`src/rtl/btb_flush_ctrl.sv`:
```
// BTB write-port owner: EX updates vs. full-table invalidation sweep.
// Optional: `define BTB_UPD_DURING_FLUSH_EN lets updates to swept entries in during SWEEP.
module btb_flush_ctrl #(
   parameter  int BTB_ENTRIES = 32,
   parameter  int TAG_W       = 20,
   localparam int IDX_W       = $clog2(BTB_ENTRIES)
) (
   input  logic             clk_i,
   input  logic             rst_i,
   input  logic             flush_req_i,
   output logic             flush_ack_o,
   output logic             busy_o,
   input  logic             upd_valid_i,
   input  logic [IDX_W-1:0] upd_idx_i,
   input  logic [TAG_W-1:0] upd_tag_i,
   input  logic [31:0]      upd_target_i,
   output logic             upd_ready_o,
   output logic             btb_we_o,
   output logic [IDX_W-1:0] btb_widx_o,
   output logic             btb_wvalid_o,
   output logic [TAG_W-1:0] btb_wtag_o,
   output logic [31:0]      btb_wtarget_o,
   output logic             lookup_en_o
);

   typedef enum logic [1:0] {
      IDLE,
      SWEEP,
      DONE
   } state_t;

   localparam logic [IDX_W-1:0] LAST = IDX_W'(BTB_ENTRIES - 1);

   state_t           state_q, state_d;
   logic [IDX_W-1:0] ptr_q, ptr_d;
   logic             pend_q, pend_d;
   logic             upd_ok;

   always_ff @(posedge clk_i) begin
      if (rst_i) begin
         state_q <= IDLE;
         ptr_q   <= '0;
         pend_q  <= 1'b0;
      end else begin
         state_q <= state_d;
         ptr_q   <= ptr_d;
         pend_q  <= pend_d;
      end
   end

   always_comb begin
      state_d       = state_q;
      ptr_d         = ptr_q;
      pend_d        = pend_q;
      upd_ok        = 1'b0;
      flush_ack_o   = 1'b0;
      busy_o        = 1'b0;
      upd_ready_o   = 1'b0;
      lookup_en_o   = 1'b0;
      btb_we_o      = 1'b0;
      btb_widx_o    = '0;
      btb_wvalid_o  = 1'b0;
      btb_wtag_o    = '0;
      btb_wtarget_o = '0;
      if (!rst_i) begin
         unique case (state_q)
            IDLE: begin
               upd_ready_o = 1'b1;
               lookup_en_o = 1'b1;
               upd_ok      = upd_valid_i;
               // a request left pending by DONE is honoured here
               if (flush_req_i || pend_q) begin
                  state_d = SWEEP;
                  ptr_d   = '0;
                  pend_d  = 1'b0;
               end
            end
            SWEEP: begin
               busy_o = 1'b1;
               if (flush_req_i) pend_d = 1'b1;
`ifdef BTB_UPD_DURING_FLUSH_EN
               upd_ok      = upd_valid_i && (upd_idx_i < ptr_q);
               upd_ready_o = upd_ok;
`endif
               if (!upd_ok) begin
                  btb_we_o   = 1'b1;
                  btb_widx_o = ptr_q;
                  ptr_d      = ptr_q + 1'b1;
                  if (ptr_q == LAST) begin
                     state_d = DONE;
                     ptr_d   = '0;
                  end
               end
            end
            DONE: begin
               flush_ack_o = 1'b1;
               busy_o      = 1'b1;
               lookup_en_o = 1'b1;
               upd_ready_o = 1'b1;
               upd_ok      = upd_valid_i;
               pend_d      = flush_req_i;
               if (pend_q) begin
                  state_d = SWEEP;
                  ptr_d   = '0;
               end else begin
                  state_d = IDLE;
               end
            end
            default: state_d = IDLE;
         endcase
      end
      if (upd_ok) begin
         btb_we_o      = 1'b1;
         btb_widx_o    = upd_idx_i;
         btb_wvalid_o  = 1'b1;
         btb_wtag_o    = upd_tag_i;
         btb_wtarget_o = upd_target_i;
      end
   end

endmodule
```
`config.mk`:
```
export PLATFORM = sky130hd
export DESIGN_NAME = btb_flush_ctrl
export DESIGN_NICKNAME = d
export VERILOG_FILES = /design/src/rtl/btb_flush_ctrl.sv
export SDC_FILE = /design/constraint.sdc
export NUM_CORES = 1
export LEC_CHECK = 0
export BUFFER_PORTS_ARGS = -buffer_cell sky130_fd_sc_hd__buf_2
export CAP_MARGIN = 30
export CELL_PAD_IN_SITES_DETAIL_PLACEMENT = 1
export CELL_PAD_IN_SITES_GLOBAL_PLACEMENT = 1
export CORE_MARGIN = 2
export CORE_UTILIZATION = 20
export DETAILED_ROUTE_END_ITERATION = 10
export GPL_ROUTABILITY_DRIVEN = 0
export MAX_ROUTING_LAYER = met4
export PLACE_DENSITY_LB_ADDON = 0.1
export SKIP_LAST_GASP = 1
export SYNTH_ARGS = -nofsm -noshare
export SYNTH_HDL_FRONTEND = slang
export SYNTH_SLANG_ARGS = --single-unit
```
`constraint.sdc`:
```
create_clock -name clk_i -period 5.6 [get_ports clk_i]
set_input_delay 0.56 -clock clk_i [delete_from_list [all_inputs] [get_ports clk_i]]
set_output_delay 0.56 -clock clk_i [all_outputs]
set_load 0.005 [all_outputs]
```
==> results.yml, run 1 <==
route:
  first_iter_violations: 20
  vias_per_cell: 4.368
  first_pass_iters: 4
  num_vias: 1341
  remaining_drc_errors: 0
  wl_per_cell_um: 13.37
  routed_wl_um: 4105
  antenna_left: 0
sta:
  max_freq_mhz: 368.7
  fin_crit_ps: 2713
  rsz0062_at_grt: "false"
  final.setup.tns_ps: 0
  finalSetupViolCount: 0
  hold_slack_ps: 488.8
  slew_headroom: 0.5795
  slew_viol_final: 0
  finalClockSkew_ps: 3.879
  worst_pin_slew_ps: 629.4
  hold_viol: 0
  finalCritPeriodShare: 0.4844
synth:
  synth-main-ff-cell: "dfxtp_1"
  ys_types: 28
  synth_nets: 202
  synth-edff-count: 0
  synth.avg_cell_area_um2: 7.190
  syn_inst: 134
  ys_seq_area_frac: 0.1662
  syn_area_um2: 963.4
  async_flop_share: 0
  ys_ff_latch: 8
  ys_warn_count: 0
min_path:
  min_path_type: "flip-flop to flip-flop"
cells_and_area:
  fin_util: 0.3544
  seq_area_um2: 160.2
  area.growth.synth_to_final_pct: 72.60
  antenna_cells: 0
  fillCellCount: 643
  design_area_um2: 1663
  drive_above_1_share: 0.5178
  multi_input_area_um2: 755.7
  finalNetCount: 323
floorplan:
  coreArea_um2: 4692
  die_h_um: 73.41
  initial_utilization: 0.2053
  row_count: 25
  fp.dieArea_um2: 5388
  die_w_um: 73.41
  boundaryPins: 124
clock_tree:
  cts_setup_buffers: 0
  post_cts_resized: 0
  insertion_delay_ps: 240
  numCtsBuffers: 3
  cts_hold_buf: 0
  cts_root_buf: "clkbuf_8"
  clockBufferDepth: 2
  clock_sinks: 8
  clk_pin_slew_ps: 50
  cts_tree: "built"
  cts-htree-levels: 1
run_status:
  status: "finished, final reports clean"
critical_path:
  cp.required_ps: 5040
  critPathKind: "flip-flop to output port"
  cp.arrival_ps: 2150
  startpoint_type: "flip-flop"
  worstPathMaxFanout: 8
  end_kind: "output port"
global_routing:
  grt_pass1_wl_um: 5685
  antenna_found_initial: 0
  grt_start_max_net_pins: 58
  grt.total_usage: 0.1391
  gr-total-overflow: 0
  grt_pass1_vias: 1139
placed_design:
  port_buffers: 123
  placed_area_um2: 1622
  dpl.hpwl_um: 3406
run:
  cap_violations: 0
power_and_ir_drop:
  power_per_cell_area_nw_per_um2: 180.2
  finalPower_mw: 0.2997
  p_leak_nw: 0.9780
  ir_drop_v: 0.00009794
-- synthesized netlist by cell type (4+ instances only) --
| cell type | n | share of area |
|---|---|---|
| nor2b_1 | 4 | 0.026 |
| o21ai_0 | 5 | 0.026 |
| dfxtp_1 | 8 | 0.17 |
| a22o_1 | 4 | 0.036 |
| nand3_1 | 4 | 0.021 |
| a21oi_1 | 9 | 0.047 |
| and2_1 | 52 | 0.34 |
| clkbuf_1 | 6 | 0.023 |
| nor2_1 | 5 | 0.019 |
| nand2_1 | 5 | 0.019 |
| inv_1 | 4 | 0.016 |
| ha_1 | 7 | 0.091 |
-- kinds of logic (layout without fill, tap and decap cells) --
kind of cell,Yosys count,count (layout),synth area share
AND/OR/NAND/NOR,83,83,0.5260
AO/OA/AOI/OAI,24,24,0.1649
buffers and inverters,12,131,0.05194
flip-flops,8,8,0.1662
adder cells (fa/ha/maj),7,7,0.09090
-- layout by cell type, fill, tap and decap left out, drive strengths merged --
master / instances
o31a: 1
nor2: 5
a31oi: 2
and2: 52
nand3b: 2
a21oi: 9
dfxtp: 8
o31ai: 1
clkbuf: 3
o21ai: 5
buf: 124
and3: 1
nor2b: 5
nand4b: 1
a311oi: 1
nand2: 5
or3: 1
nor3b: 2
ha: 7
nand2b: 2
or4: 2
inv: 4
nor3: 1
o21a: 1
nand3: 4
a22o: 4
-- report_power, final --
group	leakage [nW]	internal, mW	switching, mW	total, mW
Sequential	0.0650	0.0628	0.00752	0.0703
Combinational	0.891	0.0795	0.0769	0.156
Clock	0.0216	0.0469	0.0261	0.0730
-- state kept, by name (all words and copies together) (netlist names) --
register  cells
ptr_q         5
state_q       2
pend_q        1
-- cell type report --
class / count / share of cell area
repair buffers: 124 / 0.3747
clock buffers: 3 / 0.02483
flip-flops and latches: 8 / 0.09631
multi-input cells: 114 / 0.4545
well taps: 54 / 0.04063
inverters: 4 / 0.009029
-- final timing paths --
path / startpoint / endpoint / slack (ps) / depth (start not counted)
setup reg to reg: state_q[0]$_SDFFE_PP0P_ / ptr_q[3]$_SDFFE_PP0P_ / 3650 / 6
hold reg to reg: ptr_q[4]$_SDFFE_PP0P_ / ptr_q[4]$_SDFFE_PP0P_ / 490 / 2
hold / removal: ptr_q[4]$_SDFFE_PP0P_ / ptr_q[4]$_SDFFE_PP0P_ / 490 / 2
setup / recovery: state_q[0]$_SDFFE_PP0P_ / btb_widx_o[1] / 2890 / 6
-- stage by stage --
stage	cells	worst slack, ps
after floorplan	134	3557
after CTS	307	2894
after global placement	304	3247
after detailed placement	304	3166
after global routing	307	2754
final	307	2887
-- layer usage --
metal	track usage	wire length [µm]	part of all wire	up-vias
met5	-	0	0	-
met4	0.04242	38	0.0093	0
met3	0.03155	407	0.099	5
met2	0.2332	2004	0.49	62
met1	0.1657	1655	0.40	588
li1	-	-	-	686
-- critical path, stage by stage, from the launching register on --
cell and delay, ps:
dfxtp_1 420, inv_1 90, ha_1 300, o21a_1 230, nor3b_1 530, a22o_1 220
buf_2 120
Note: power is estimated with default switching activity, not from simulation.
==> inputs of run 2 (changes only) <==
Settings changed: CORE_UTILIZATION 20 to 17.
Clock period 5.6 ns to 2.2 ns, I/O delays scaled along.
==> run 2 against run 1 <==
Against the previous run: combinational power increased to 2.6 times the previous value; power rose to 2.6 times the previous value; count of clock-buffer cells in the layout unchanged; routed wire length up 0.66%; utilization fell by 4.4 points; clock power rose to 2.5 times the previous value; largest power group unchanged.
==> results.yml, run 2 (same netlist as run 1, synthesis figures left out) <==
power_and_ir_drop:
  swShare: 0.3679
  clkPwrFrac: 0.238
  finalPower_mw: 0.7777
  power_per_cell_area_nw_per_um2: 455.7
  intPower_mw: 0.4916
  p_switching_mw: 0.2861
  combPwrFrac: 0.529
  p_leak_nw: 0.9872
  ir_drop_v: 0.0003381
  seq_power_share: 0.233
floorplan:
  boundaryPins: 124
  initial_utilization: 0.1750
  row_count: 27
  die_w_um: 79.28
  die_h_um: 79.28
  fp.dieArea_um2: 6285
  coreArea_um2: 5507
route:
  first_pass_iters: 3
  first_iter_violations: 22
  num_vias: 1349
  vias_per_cell: 4.138
  antenna_left: 0
  routed_wl_um: 4132
  wl_per_cell_um: 12.67
  remaining_drc_errors: 0
cells_and_area:
  final_cell_mix: "buf_2, and2_1, a21oi_1"
  antenna_cells: 0
  reg_top3: "ptr_q (5), state_q (2), pend_q (1)"
  top_register: "ptr_q"
  fin_util: 0.3099
  area.growth.synth_to_final_pct: 77.14
  final_common_cell: "buf_2"
  finalNetCount: 324
  largest_reg_flops: 5
  fillCellCount: 741
  drive_above_1_share: 0.5236
sta:
  slew_viol_final: 0
  slew_headroom: 0.6191
  fin_ws_ps: 161.8
  rsz0062_at_grt: "false"
  worst_pin_slew_ps: 566.5
  finalCritPeriodShare: 0.9265
  hold_viol: 0
  hold_slack_ps: 357.3
  max_freq_mhz: 490.6
  finalClockSkew_ps: 5.579
  finalSetupViolCount: 0
  final.setup.tns_ps: 0
  fin_crit_ps: 2038
critical_path:
  startpoint_type: "flip-flop"
  r2r_start: "state_q[1]$_SDFFE_PP0P_"
  critPathKind: "flip-flop to output port"
  cp.required_ps: 1980
  worstPathMaxFanout: 57
  crit_start: "state_q[0]$_SDFFE_PP0P_"
  end_kind: "output port"
  cp.arrival_ps: 1820
clock_tree:
  cts_root_buf: "clkbuf_8"
  clk_pin_slew_ps: 50
  clockBufferDepth: 2
  post_cts_resized: 0
  clock_sinks: 8
  cts_hold_buf: 0
  cts_tree: "built"
  cts_setup_buffers: 0
  insertion_delay_ps: 230
  numCtsBuffers: 3
  cts-htree-levels: 1
placed_design:
  dpl.hpwl_um: 3461
  port_buffers: 123
  dp_slack_ps: 271.6
global_routing:
  grt_pass1_vias: 1169
  gr-total-overflow: 0
  grt_start_max_net_pins: 58
  antenna_found_initial: 0
  grt.total_usage: 0.1234
  grt_pass1_wl_um: 6009
min_path:
  hold_start: "rst_i"
  min_path_type: "primary input to flip-flop"
run:
  cap_violations: 0
run_status:
  status: "finished, final reports clean"
==> run 2: per-layer routing <==
layer | part of all wire | GRT usage
met5 | 0 | -
met4 | 0.0024 | 0.01552
met3 | 0.094 | 0.03977
met2 | 0.52 | 0.2254
met1 | 0.39 | 0.1343
==> run 2: layout make-up <==
| type | instances | area, µm² | area share |
|---|---|---|---|
| sequential | 8 | 161.4 | 0.09457 |
| clock buffer | 3 | 41.29 | 0.02419 |
| timing repair buffer | 125 | 643.1 | 0.3768 |
| tap | 72 | 90.09 | 0.05279 |
| multi-input combinational | 114 | 755.7 | 0.4428 |
| inverter | 4 | 15.01 | 0.008798 |
==> run 2: critical path, cell delays in order (launching register included) <==
cell and delay, ps:
dfxtp_2 380, inv_1 80, ha_1 300, o21ai_1 210
nor2_2 70, buf_12 180, a22o_1 230, buf_2 120
==> run 2: path summary, 6_finish.rpt <==
kind,end,slack (ps),cells past startpoint
max,btb_widx_o[4],160,7
min,ptr_q[0]$_SDFFE_PP0P_,360,2
max reg2reg,ptr_q[3]$_SDFFE_PP0P_,290,6
min reg2reg,ptr_q[4]$_SDFFE_PP0P_,490,2
==> run 2: power groups by stage <==
stage,Combinational (mW),Sequential (mW),Clock (mW)
after floorplan,0.235,0.176,0
after global placement,0.420,0.181,0
after detailed placement,0.417,0.182,0
after CTS,0.419,0.180,0.190
after global routing,0.461,0.185,0.205
final,0.412,0.181,0.185
==> run 2: metrics by stage <==
| stage | instance area (µm²) | std cells |
|---|---|---|
| 2_1_floorplan | 963.4 | 134 |
| 3_3_place_gp | 1664 | 323 |
| 3_5_place_dp | 1664 | 323 |
| 4_1_cts | 1705 | 326 |
| 5_1_grt | 1707 | 326 |
| 6_report | 1707 | 326 |
==> inputs of run 3 (changes only) <==
Settings changed: CAP_MARGIN 30 to 10, CORE_UTILIZATION 17 to 19.
Clock period 2.2 ns to 2 ns, I/O delays scaled along.
==> run 3 against run 2 <==
Against the previous run: sequential share of layout area down 0.15 points; utilization up 5.0 points; critical path depth unchanged; flip-flop and latch count unchanged; count of clock-buffer cells in the layout unchanged; register-to-register slack worse by 90 ps; routed wire length up 5.1%; hold slack worse by 1.1 ps; sequential power up 5%; largest power group unchanged; highest routed layer unchanged.
==> results.yml, run 3 (same netlist as run 1, synthesis figures left out) <==
run_status:
  status: "finished, final reports clean"
min_path:
  min_path_type: "primary input to flip-flop"
  hold_start: "rst_i"
placed_design:
  port_buffers: 123
  dp_slack_ps: 111.4
  dpl.hpwl_um: 3734
critical_path:
  critPathTopFamily: "compound AO/OA/AOI/OAI gates"
  critPathSlowestCell: "dfxtp_1"
  critPathKind: "flip-flop to output port"
  crit_start: "state_q[0]$_SDFFE_PP0P_"
  worstPathMaxFanout: 57
  path_cells: "inv_1, ha_1, o21ai_2, nor2_2, buf_12, a22o_1, buf_2"
  cp.required_ps: 1800
  r2r_start: "state_q[1]$_SDFFE_PP0P_"
  end_kind: "output port"
  cp.arrival_ps: 1670
  startpoint_type: "flip-flop"
  cp.buffers_inverters: 3
  slowest_delay_ps: 320
cells_and_area:
  final_common_cell: "buf_2"
  area.growth.synth_to_final_pct: 80.00
  top_register: "ptr_q"
  reg_top3: "ptr_q (5), state_q (2), pend_q (1)"
  final_cell_mix: "buf_2, and2_1, a21oi_1"
  drive_above_1_share: 0.5409
  largest_reg_flops: 5
  antenna_cells: 0
  finalNetCount: 327
clock_tree:
  clock_sinks: 8
  cts-htree-levels: 1
  clockBufferDepth: 2
  insertion_delay_ps: 230
  cts_hold_buf: 0
  cts_root_buf: "clkbuf_8"
  clk_pin_slew_ps: 50
  numCtsBuffers: 3
  cts_tree: "built"
route:
  wl_per_cell_um: 13.40
  antenna_left: 0
  num_vias: 1354
  vias_per_cell: 4.179
  remaining_drc_errors: 0
  routed_wl_um: 4343
  first_pass_iters: 4
  first_iter_violations: 20
floorplan:
  initial_utilization: 0.2000
  coreArea_um2: 4817
  die_w_um: 75.21
  row_count: 25
  die_h_um: 75.21
  fp.dieArea_um2: 5657
  boundaryPins: 124
sta:
  slew_headroom: 0.5951
  finalCritPeriodShare: 0.9373
  finalSetupViolCount: 0
  fin_ws_ps: 125.4
  fin_crit_ps: 1875
  max_freq_mhz: 533.5
  rsz0062_at_grt: "false"
  worst_pin_slew_ps: 606.0
  hold_viol: 0
  final.setup.tns_ps: 0
  finalClockSkew_ps: 8.289
  slew_viol_final: 0
global_routing:
  grt_start_max_net_pins: 58
  antenna_found_initial: 0
  grt.total_usage: 0.1347
  grt_pass1_wl_um: 5713
  gr-total-overflow: 0
  grt_pass1_vias: 1127
power_and_ir_drop:
  p_leak_nw: 1.004
  ir_drop_v: 0.0003932
  power_per_cell_area_nw_per_um2: 501.1
run:
  cap_violations: 0
==> run 3: worst paths after layout <==
kind	end	slack, ps	depth (start not counted)
setup / recovery	btb_widx_o[1]	130	7
hold / removal	ptr_q[0]$_SDFFE_PP0P_	360	2
setup reg to reg	ptr_q[3]$_SDFFE_PP0P_	200	6
hold reg to reg	ptr_q[4]$_SDFFE_PP0P_	500	2
==> run 3: repair_timing <==
| item | in CTS | in global routing |
|---|---|---|
| resized for setup | 3 | 2 |
| setup endpoints to repair | 56 | 4 |
| buffers inserted | 0 | 0 |
==> run 3: per-stage QoR <==
stage                 util  hold slack (ps)  cell area [µm²]  power (mW)  cells
finish              0.3600            356.2             1734      0.8689    324
floorplan                -            272.1            963.4      0.4521    134
detailed placement  0.3488            501.8             1680      0.6788    321
global route        0.3600            371.8             1734      0.9472    324
global placement    0.3488            504.0             1680      0.6754    321
CTS                 0.3587            358.0             1728      0.8852    324
==> run 3: cell type report <==
class / count / area (µm²)
fillers: 665 / 3083
well taps: 67 / 83.83
multi-input cells: 114 / 767.0
clock buffers: 3 / 41.29
flip-flops and latches: 8 / 161.4
repair buffers: 128 / 665.6
inverters: 4 / 15.01
==> run 3: worst reg2reg max path: stages, from the launching register on <==
cell     delay, ps
dfxtp_2        350
inv_1           70
ha_2           220
nor2b_4        140
o31a_4         310
or4_1          510
a21oi_1        130
==> run 3: report_power, final <==
group	leakage (nW)	internal [mW]	switching, mW	total (mW)
clock network	0.0216	0.131	0.0642	0.195
logic	0.917	0.250	0.234	0.484
registers	0.0655	0.176	0.0142	0.190
==> run 3: per-layer routing <==
| layer | GRT usage | part of all wire |
|---|---|---|
| met1 | 0.1665 | 0.39 |
| met2 | 0.2339 | 0.51 |
| met4 | 0.01170 | 0.0025 |
| met5 | - | 0 |
| met3 | 0.02945 | 0.097 |
